===== src/rtl/ysyx_22051145_wb_arb.sv =====
// Write-back arbiter for the shared register-file write port plus a
// per-register pending-write scoreboard used by decode for RAW/WAW detection.
module ysyx_22051145_wb_arb #(
    parameter int unsigned XLEN       = 64,
    parameter int unsigned AW         = 5,
    parameter int unsigned STARVE_MAX = 3
) (
    input  logic            clk,
    input  logic            rst,
    input  logic            a_valid,
    output logic            a_ready,
    input  logic [AW-1:0]   a_waddr,
    input  logic [XLEN-1:0] a_wdata,
    input  logic            b_valid,
    output logic            b_ready,
    input  logic [AW-1:0]   b_waddr,
    input  logic [XLEN-1:0] b_wdata,
    input  logic            iss_valid,
    input  logic [AW-1:0]   iss_rd,
    input  logic [AW-1:0]   chk_rs1,
    input  logic [AW-1:0]   chk_rs2,
    output logic            rs1_busy,
    output logic            rs2_busy,
    output logic            rd_busy,
    output logic [31:0]     busy_vec,
    output logic            rf_en_w,
    output logic [AW-1:0]   rf_waddr,
    output logic [XLEN-1:0] rf_wdata
);

    localparam int unsigned NREG = 32;
    localparam int unsigned CW   = 4;

    logic [CW-1:0]   starve_cnt;
    logic [CW-1:0]   starve_nxt;
    logic            grant_a;
    logic            grant_b;
    logic [AW-1:0]   sel_waddr;
    logic [XLEN-1:0] sel_wdata;
    logic [NREG-1:0] busy_q;
    logic [NREG-1:0] busy_nxt;

    // A wins ties until B has been passed over STARVE_MAX times in a row
    always_comb begin
        grant_a = 1'b0;
        grant_b = 1'b0;
        if (a_valid && (!b_valid || (starve_cnt < CW'(STARVE_MAX)))) begin
            grant_a = 1'b1;
        end else if (b_valid) begin
            grant_b = 1'b1;
        end
    end

    assign a_ready = grant_a;
    assign b_ready = grant_b;

    always_comb begin
        starve_nxt = starve_cnt;
        if (!b_valid || grant_b) begin
            starve_nxt = '0;
        end else if (grant_a && (starve_cnt < CW'(STARVE_MAX))) begin
            starve_nxt = starve_cnt + CW'(1);
        end
    end

    always_comb begin
        sel_waddr = a_waddr;
        sel_wdata = a_wdata;
        if (grant_b) begin
            sel_waddr = b_waddr;
            sel_wdata = b_wdata;
        end
    end

    always_ff @(posedge clk or posedge rst) begin
        if (rst) begin
            starve_cnt <= '0;
        end else begin
            starve_cnt <= starve_nxt;
        end
    end

    // Registered write port; x0 writes are accepted but never enabled
    always_ff @(posedge clk or posedge rst) begin
        if (rst) begin
            rf_en_w  <= 1'b0;
            rf_waddr <= '0;
            rf_wdata <= '0;
        end else begin
            rf_en_w <= 1'b0;
            if (grant_a || grant_b) begin
                rf_en_w  <= (sel_waddr != '0);
                rf_waddr <= sel_waddr;
                rf_wdata <= sel_wdata;
            end
        end
    end

    // Clear lands with the register-file commit; a same-edge issue re-sets the bit
    always_comb begin
        busy_nxt = busy_q;
        if (rf_en_w) begin
            busy_nxt[rf_waddr] = 1'b0;
        end
        if (iss_valid && (iss_rd != '0)) begin
            busy_nxt[iss_rd] = 1'b1;
        end
        busy_nxt[0] = 1'b0;
    end

    always_ff @(posedge clk or posedge rst) begin
        if (rst) begin
            busy_q <= '0;
        end else begin
            busy_q <= busy_nxt;
        end
    end

    assign busy_vec = {busy_q[NREG-1:1], 1'b0};
    assign rs1_busy = busy_vec[chk_rs1];
    assign rs2_busy = busy_vec[chk_rs2];
    assign rd_busy  = busy_vec[iss_rd];

endmodule


===== config.mk =====
export PLATFORM = sky130hd
export DESIGN_NAME = ysyx_22051145_wb_arb
export DESIGN_NICKNAME = d
export VERILOG_FILES = /design/src/rtl/ysyx_22051145_wb_arb.sv
export SDC_FILE = /design/constraint.sdc
export NUM_CORES = 1
export LEC_CHECK = 0
export CAP_MARGIN = 20
export CORE_MARGIN = 4
export CORE_UTILIZATION = 40
export DETAILED_ROUTE_END_ITERATION = 6
export PLACE_DENSITY_LB_ADDON = 0.08
export SYNTH_ARGS = -nofsm -noshare
export SYNTH_HDL_FRONTEND = slang
export SYNTH_SLANG_ARGS = --single-unit

===== constraint.sdc =====
create_clock -name clk -period 4.9 [get_ports clk]
set_input_delay 0.98 -clock clk [delete_from_list [all_inputs] [get_ports clk]]
set_output_delay 0.98 -clock clk [all_outputs]
set_load 0.01 [all_outputs]

==> impl_metrics.csv, run 1 <==
group,metric,value,unit
routing,first_pass_iters,4,
grt,grt_most_used_layer,"met2",
clock_tree,cts_setup_buffers,0,
synthesis,synth_edf_count,0,
clock_tree,cts_root_buf,"clkbuf_16",
setup_path,r2r_start,"starve_cnt[0]",
setup_path,cpMaxStageDelayCell,"clkdlybuf4s50_1",
place,routabilityCongestion,0.8842,
synthesis,yosysTopAreaCellShare,48.35,%
setup_path,critPathTopFamily,"buffers and inverters",
synthesis,synth-seq-area-share,48.35,%
sta,period_share,94.51,%
routing,dr.first_iter.drc_count,351,
setup_path,crit_fanout,12,
place,dp.final_hpwl,13820,um
outcome,status,"finished clean",
clock_tree,clock_path_buffers,2,
grt,grt_max_degree,80,
synthesis,post_synth_most_frequent_cells,"dfrtp_1 (105), o21ai_0 (81), a21o_1 (50), a22o_1 (50), mux2i_1 (37)",
setup_path,reg2reg_depth,6,
grt,grt_use_met2,39.89,%
layout,fin_nets,897,
sta,fin_tns_setup,0,ns
synthesis,yosysMostFrequentCell,"dfrtp_1",
setup_path,arrival,3.65,ns
routing,post_drt_wl_per_cell,20.89,um
setup_path,start_kind,"primary input",
hold_path,hp-class,"flop to flop",
synthesis,avgSynthCellArea,11.07,um2
layout,syn2layout_area_growth,57.36,%
job,cap_violations,0,
setup_path,cp_common_cell,"clkdlybuf4s50_1",
sta,hold_viol_final,0,
setup_path,cp_cell_sequence,"clkdlybuf4s50_1 -> mux4_1 -> or2b_1 -> nand4_1 -> or4_1 -> clkdlybuf4s50_1",
layout,antennaDiodeCount,0,
clock_tree,cts_tree,"built",
synthesis,synthDistinctLibCells,39,
setup_path,endpoint_kind,"primary output",
clock_tree,ctsHoldBuffers,0,
hold_path,min_to,"starve_cnt[0]",
die,fp.dieH,124.6,um
die,coreArea,0.01330,mm2
grt,grt_use_met1,29.02,%
clock_tree,cts_buffers,9,
sta,rsz0062_at_grt,"false",
clock_tree,clock-sinks,105,
setup_path,r2r_end,"rf_wdata[35]",
sta,drv_slew,0,
place,port_buffers,263,
synthesis,ys.flop_type,"dfrtp_1",
hold_path,whs_path_depth,1,
layout,layout-drive-gt1-share,5.384,%
grt,track_usage,24.17,%
die,die_area,0.01551,mm2
setup_path,regToRegSetupSlack,2.94,ns
power,power.density,367.7,mW/mm2
power,p_leak,3.681,nW
routing,viasPerCell,5.740,
sta,relSlewSlack,45.28,%
clock_tree,htree_levels,3,
grt,grt_pass1_wl,30200,um
routing,vias,5275,
setup_path,crit_buf_inv,2,
die,io-pin-count,265,
grt,grt_pass1_vias,5466,
synthesis,yosys_warnings,0,
sta,skew,0.008266,ns
clock_tree,worstSkewPairLatency,0.35,ns
setup_path,crit_required,3.92,ns
setup_path,crit_type,"primary input to primary output",
sta,fmax,215.9,MHz
routing,ant_nets,0,
sta,tightest_slew,0.8208,ns
die,start_util,40.87,%
sta,min_period,4.631,ns
power,ir_worst_vdd,0.0002392,V
synthesis,ys_ff_latch,105,
routing,drcViolationCount,0,
synthesis,syn_inst,491,
layout,fillerInstances,1042,
sta,setup_viol,0,
synthesis,synth_top_area_cell,"dfrtp_1",
synthesis,syn-cell-area,0.005434,mm2
clock_tree,clk_pin_slew_worst_paths,0.07,ns
setup_path,cp_slowest_stage_delay,0.76,ns
grt,grt_antenna_before_repair,0,
hold_path,min_from,"starve_cnt[0]",
synthesis,async_flop_share,100.0,%
die,die_w,124.6,um
die,rows,42,
synthesis,synth.area.top_cells,"dfrtp_1 (48%), a22o_1 (8.1%), o21ai_0 (7.5%)",
grt,gr-usage-met3,10.12,%
grt,grt_overflow_total,0,
clock_tree,cts_resized,0,
layout,final_util,64.31,%
routing,totalWireLength,19200,um
layout by cell type, fill, tap and decap left out, types with 7 or more instances in the layout:
cell / count
a32oi_1: 14
a21o_1: 50
dfrtp_1: 105
nand3_1: 12
mux2i_1: 37
nor2_1: 7
a21oi_1: 7
clkbuf_16: 9
clkdlybuf4s50_1: 263
o21ai_0: 81
nand2_1: 11
mux4_2: 8
buf_4: 7
nand3b_1: 11
a22o_1: 50
power by group:
group	total [mW]	switching, mW	leakage (nW)	internal (mW)
clock network	0.786	0.309	0.157	0.477
registers	1.29	0.251	1.23	1.04
logic	1.07	0.421	2.29	0.650
cells by family (layout without fill, tap and decap cells):
| logic type | after synthesis | after routing | share of synthesized area, % |
|---|---|---|---|
| AOI/OAI and AO/OA | 214 | 214 | 27.03 |
| adders and majority gates | 1 | 1 | 0.2302 |
| buffers and inverters | 45 | 295 | 3.684 |
| DFF | 105 | 105 | 48.35 |
| muxes | 51 | 51 | 12.76 |
| other | 1 | 3 | 0.06901 |
| and+or+nand+nor | 74 | 74 | 7.875 |
worst max-delay path by stage:
stage,startpoint,to,cells past startpoint
detailed placement,iss_rd[0],rd_busy,6
global route,iss_rd[0],rd_busy,6
CTS,iss_rd[0],rd_busy,6
floorplan,rst,busy_q[10],1
finish,iss_rd[0],rd_busy,6
global placement,iss_rd[0],rd_busy,6
layer usage:
metal  part of all wire, %  up-vias
li1                      -     2373
met1                    38     2595
met2                    49      276
met3                    10       31
met4                   2.1        0
met5                     0        -
registers in the layout (all words and copies together), names as in the netlist:
register / flops
rf_en_w: 1
rf_wdata: 64
rf_waddr: 5
busy_q: 31
starve_cnt: 4
per-stage QoR:
stage                     cells  area (um2)  hold slack (ns)  total power [mW]  worst slack [ns]
after global placement      902        8199           0.4355             2.346            0.3251
final                       919        8551           0.4512             3.144            0.2691
after floorplan             493        5441           0.4192             1.675             1.159
after CTS                   918        8523           0.4525             3.161            0.2701
after global routing        919        8551           0.4857             3.303            0.1470
after detailed placement    902        8199           0.4497             2.366            0.2722
layout make-up:
class                           count  area (um2)  area share [%]
Timing Repair Buffer              271        2713           31.72
Sequential cell                   105        2628           30.73
Inverter                            8       32.53          0.3805
Clock buffer                       14       264.0           3.088
Multi-Input combinational cell    343        2634           30.80
Tap cell                          176       220.2           2.575
Clock inverter                      2       60.06          0.7024
No activity file was read; power rests on OpenSTA's default activity.
==> run 2: changes to the inputs <==
--- a/config.mk
+++ b/config.mk
@@ -10,6 +10,7 @@
 export CORE_UTILIZATION = 40
 export DETAILED_ROUTE_END_ITERATION = 6
 export PLACE_DENSITY_LB_ADDON = 0.08
+export SLEW_MARGIN = 30
 export SYNTH_ARGS = -nofsm -noshare
 export SYNTH_HDL_FRONTEND = slang
 export SYNTH_SLANG_ARGS = --single-unit
==> impl_metrics.csv, run 2 (synthesis results as in run 1) <==
group,metric,value,unit
outcome,status,"finished clean",
setup_path,regToRegSetupSlack,2.95,ns
power,p_leak,3.668,nW
power,power.density,369.6,mW/mm2
clock_tree,clock-sinks,105,
place,port_buffers,263,
place,dp_cells,902,
clock_tree,cts_buffers,9,
routing,post_drt_wl_per_cell,20.93,um
sta,min_period,4.629,ns
setup_path,start_kind,"primary input",
die,io-pin-count,265,
sta,fin_tns_setup,0,ns
hold_path,min_from,"starve_cnt[0]",
layout,multi_input_comb_area,0.002634,mm2
grt,track_usage,24.17,%
sta,fmax,216.0,MHz
layout,final_cells,918,
routing,ant_nets,0,
die,rows,42,
grt,grt_antenna_before_repair,0,
die,die_w,124.6,um
hold_path,min_to,"starve_cnt[0]",
clock_tree,ctsHoldBuffers,0,
clock_tree,cts_root_buf,"clkbuf_16",
layout,final_cell_mix,"clkdlybuf4s50_1 (263), dfrtp_1 (105), o21ai_0 (81)",
layout,fin_nets,896,
setup_path,crit_required,3.92,ns
sta,rsz0062_at_grt,"false",
power,ir_worst_vdd,0.0002404,V
grt,grt_most_used_layer,"met2",
grt,grt_pass1_wl,30200,um
hold_path,whs_path_depth,1,
sta,drv_slew,0,
grt,grt_use_met2,39.89,%
sta,relSlewSlack,46.36,%
setup_path,arrival,3.65,ns
job,cap_violations,0,
grt,grt_max_degree,80,
setup_path,crit_fanout,12,
clock_tree,cts_tree,"built",
routing,viasPerCell,5.742,
routing,totalWireLength,19210,um
layout,top_register,"rf_wdata",
layout,reg.largest.list,"rf_wdata x64, busy_q x31, rf_waddr x5",
setup_path,r2r_end,"rf_wdata[35]",
die,fp.dieH,124.6,um
sta,tightest_slew,0.8046,ns
clock_tree,clock_path_buffers,2,
layout,largest_reg_flops,64,
hold_path,hp-class,"flop to flop",
routing,dr.first_iter.drc_count,311,
layout,final-seq-area,0.002628,mm2
sta,period_share,94.48,%
layout,mostFrequentLayoutCell,"clkdlybuf4s50_1",
routing,vias,5271,
routing,first_pass_iters,5,
sta,hold_viol_final,0,
grt,grt_pass1_vias,5466,
die,coreArea,0.01330,mm2
grt,grt_overflow_total,0,
layout,syn2layout_area_growth,56.90,%
setup_path,r2r_start,"starve_cnt[0]",
layout,fillerInstances,1047,
place,dp.final_hpwl,13820,um
setup_path,crit_type,"primary input to primary output",
clock_tree,cts_resized,0,
sta,skew,0.008951,ns
grt,gr-usage-met3,10.12,%
place,routabilityCongestion,0.8842,
layout,antennaDiodeCount,0,
grt,grt_use_met1,29.02,%
clock_tree,clk_pin_slew_worst_paths,0.07,ns
routing,drcViolationCount,0,
sta,setup_viol,0,
clock_tree,cts_setup_buffers,0,
setup_path,reg2reg_depth,6,
clock_tree,worstSkewPairLatency,0.35,ns
layout,layout-drive-gt1-share,5.256,%
clock_tree,htree_levels,3,
die,start_util,40.87,%
setup_path,endpoint_kind,"primary output",
die,die_area,0.01551,mm2
-- run 2: changes by cell type in the layout (fill, tap and decap cells not counted) --
cell,delta
inv_4,-1
inv_6,+1
buf_16,-1
-- run 2: area by class of cell --
| cell class | instances | area share (%) |
|---|---|---|
| clock buffers | 14 | 3.097 |
| clock inverters | 2 | 0.7044 |
| inverters | 8 | 0.4109 |
| multi-input cells | 343 | 30.89 |
| flip-flops and latches | 105 | 30.82 |
| well taps | 176 | 2.583 |
| repair buffers | 270 | 31.49 |
-- run 2: where the power goes --
group	leakage [nW]	total, mW	switching, mW	internal, mW
clock	0.157	0.790	0.313	0.477
combinational	2.28	1.07	0.421	0.648
sequential	1.23	1.29	0.255	1.04
-- run 2: worst max-delay path, stage by stage --
cell and delay [ns]:
clkdlybuf4s50_1 0.76, mux4_1 0.62, or2b_1 0.16, nand4_1 0.08, or4_1 0.54, clkdlybuf4s50_1 0.50
-- run 2: routing by layer --
| layer | share of wire, % | up-vias |
|---|---|---|
| met5 | 0 | - |
| met3 | 10 | 30 |
| met1 | 38 | 2590 |
| met2 | 49 | 280 |
| li1 | - | 2371 |
| met4 | 2.1 | 0 |
-- run 2: worst max path at each step --
stage,startpoint,endpoint,slack [ns],depth (start not counted)
5_1_grt,iss_rd[0],rd_busy,0.15,6
3_3_place_gp,iss_rd[0],rd_busy,0.33,6
2_1_floorplan,rst,busy_q[10],1.16,1
3_5_place_dp,iss_rd[0],rd_busy,0.27,6
6_report,iss_rd[0],rd_busy,0.27,6
4_1_cts,iss_rd[0],rd_busy,0.27,6
-- run 2: metrics by stage --
stage	area [um2]	total power [mW]	worst slack, ns	util, %	hold WS (ns)
after global placement	8199	2.346	0.3251	61.67	0.4355
after CTS	8523	3.161	0.2701	64.11	0.4525
final	8526	3.151	0.2707	64.13	0.4512
after floorplan	5441	1.675	1.159	-	0.4192
after global routing	8526	3.300	0.1470	64.13	0.4857
after detailed placement	8199	2.366	0.2722	61.67	0.4497
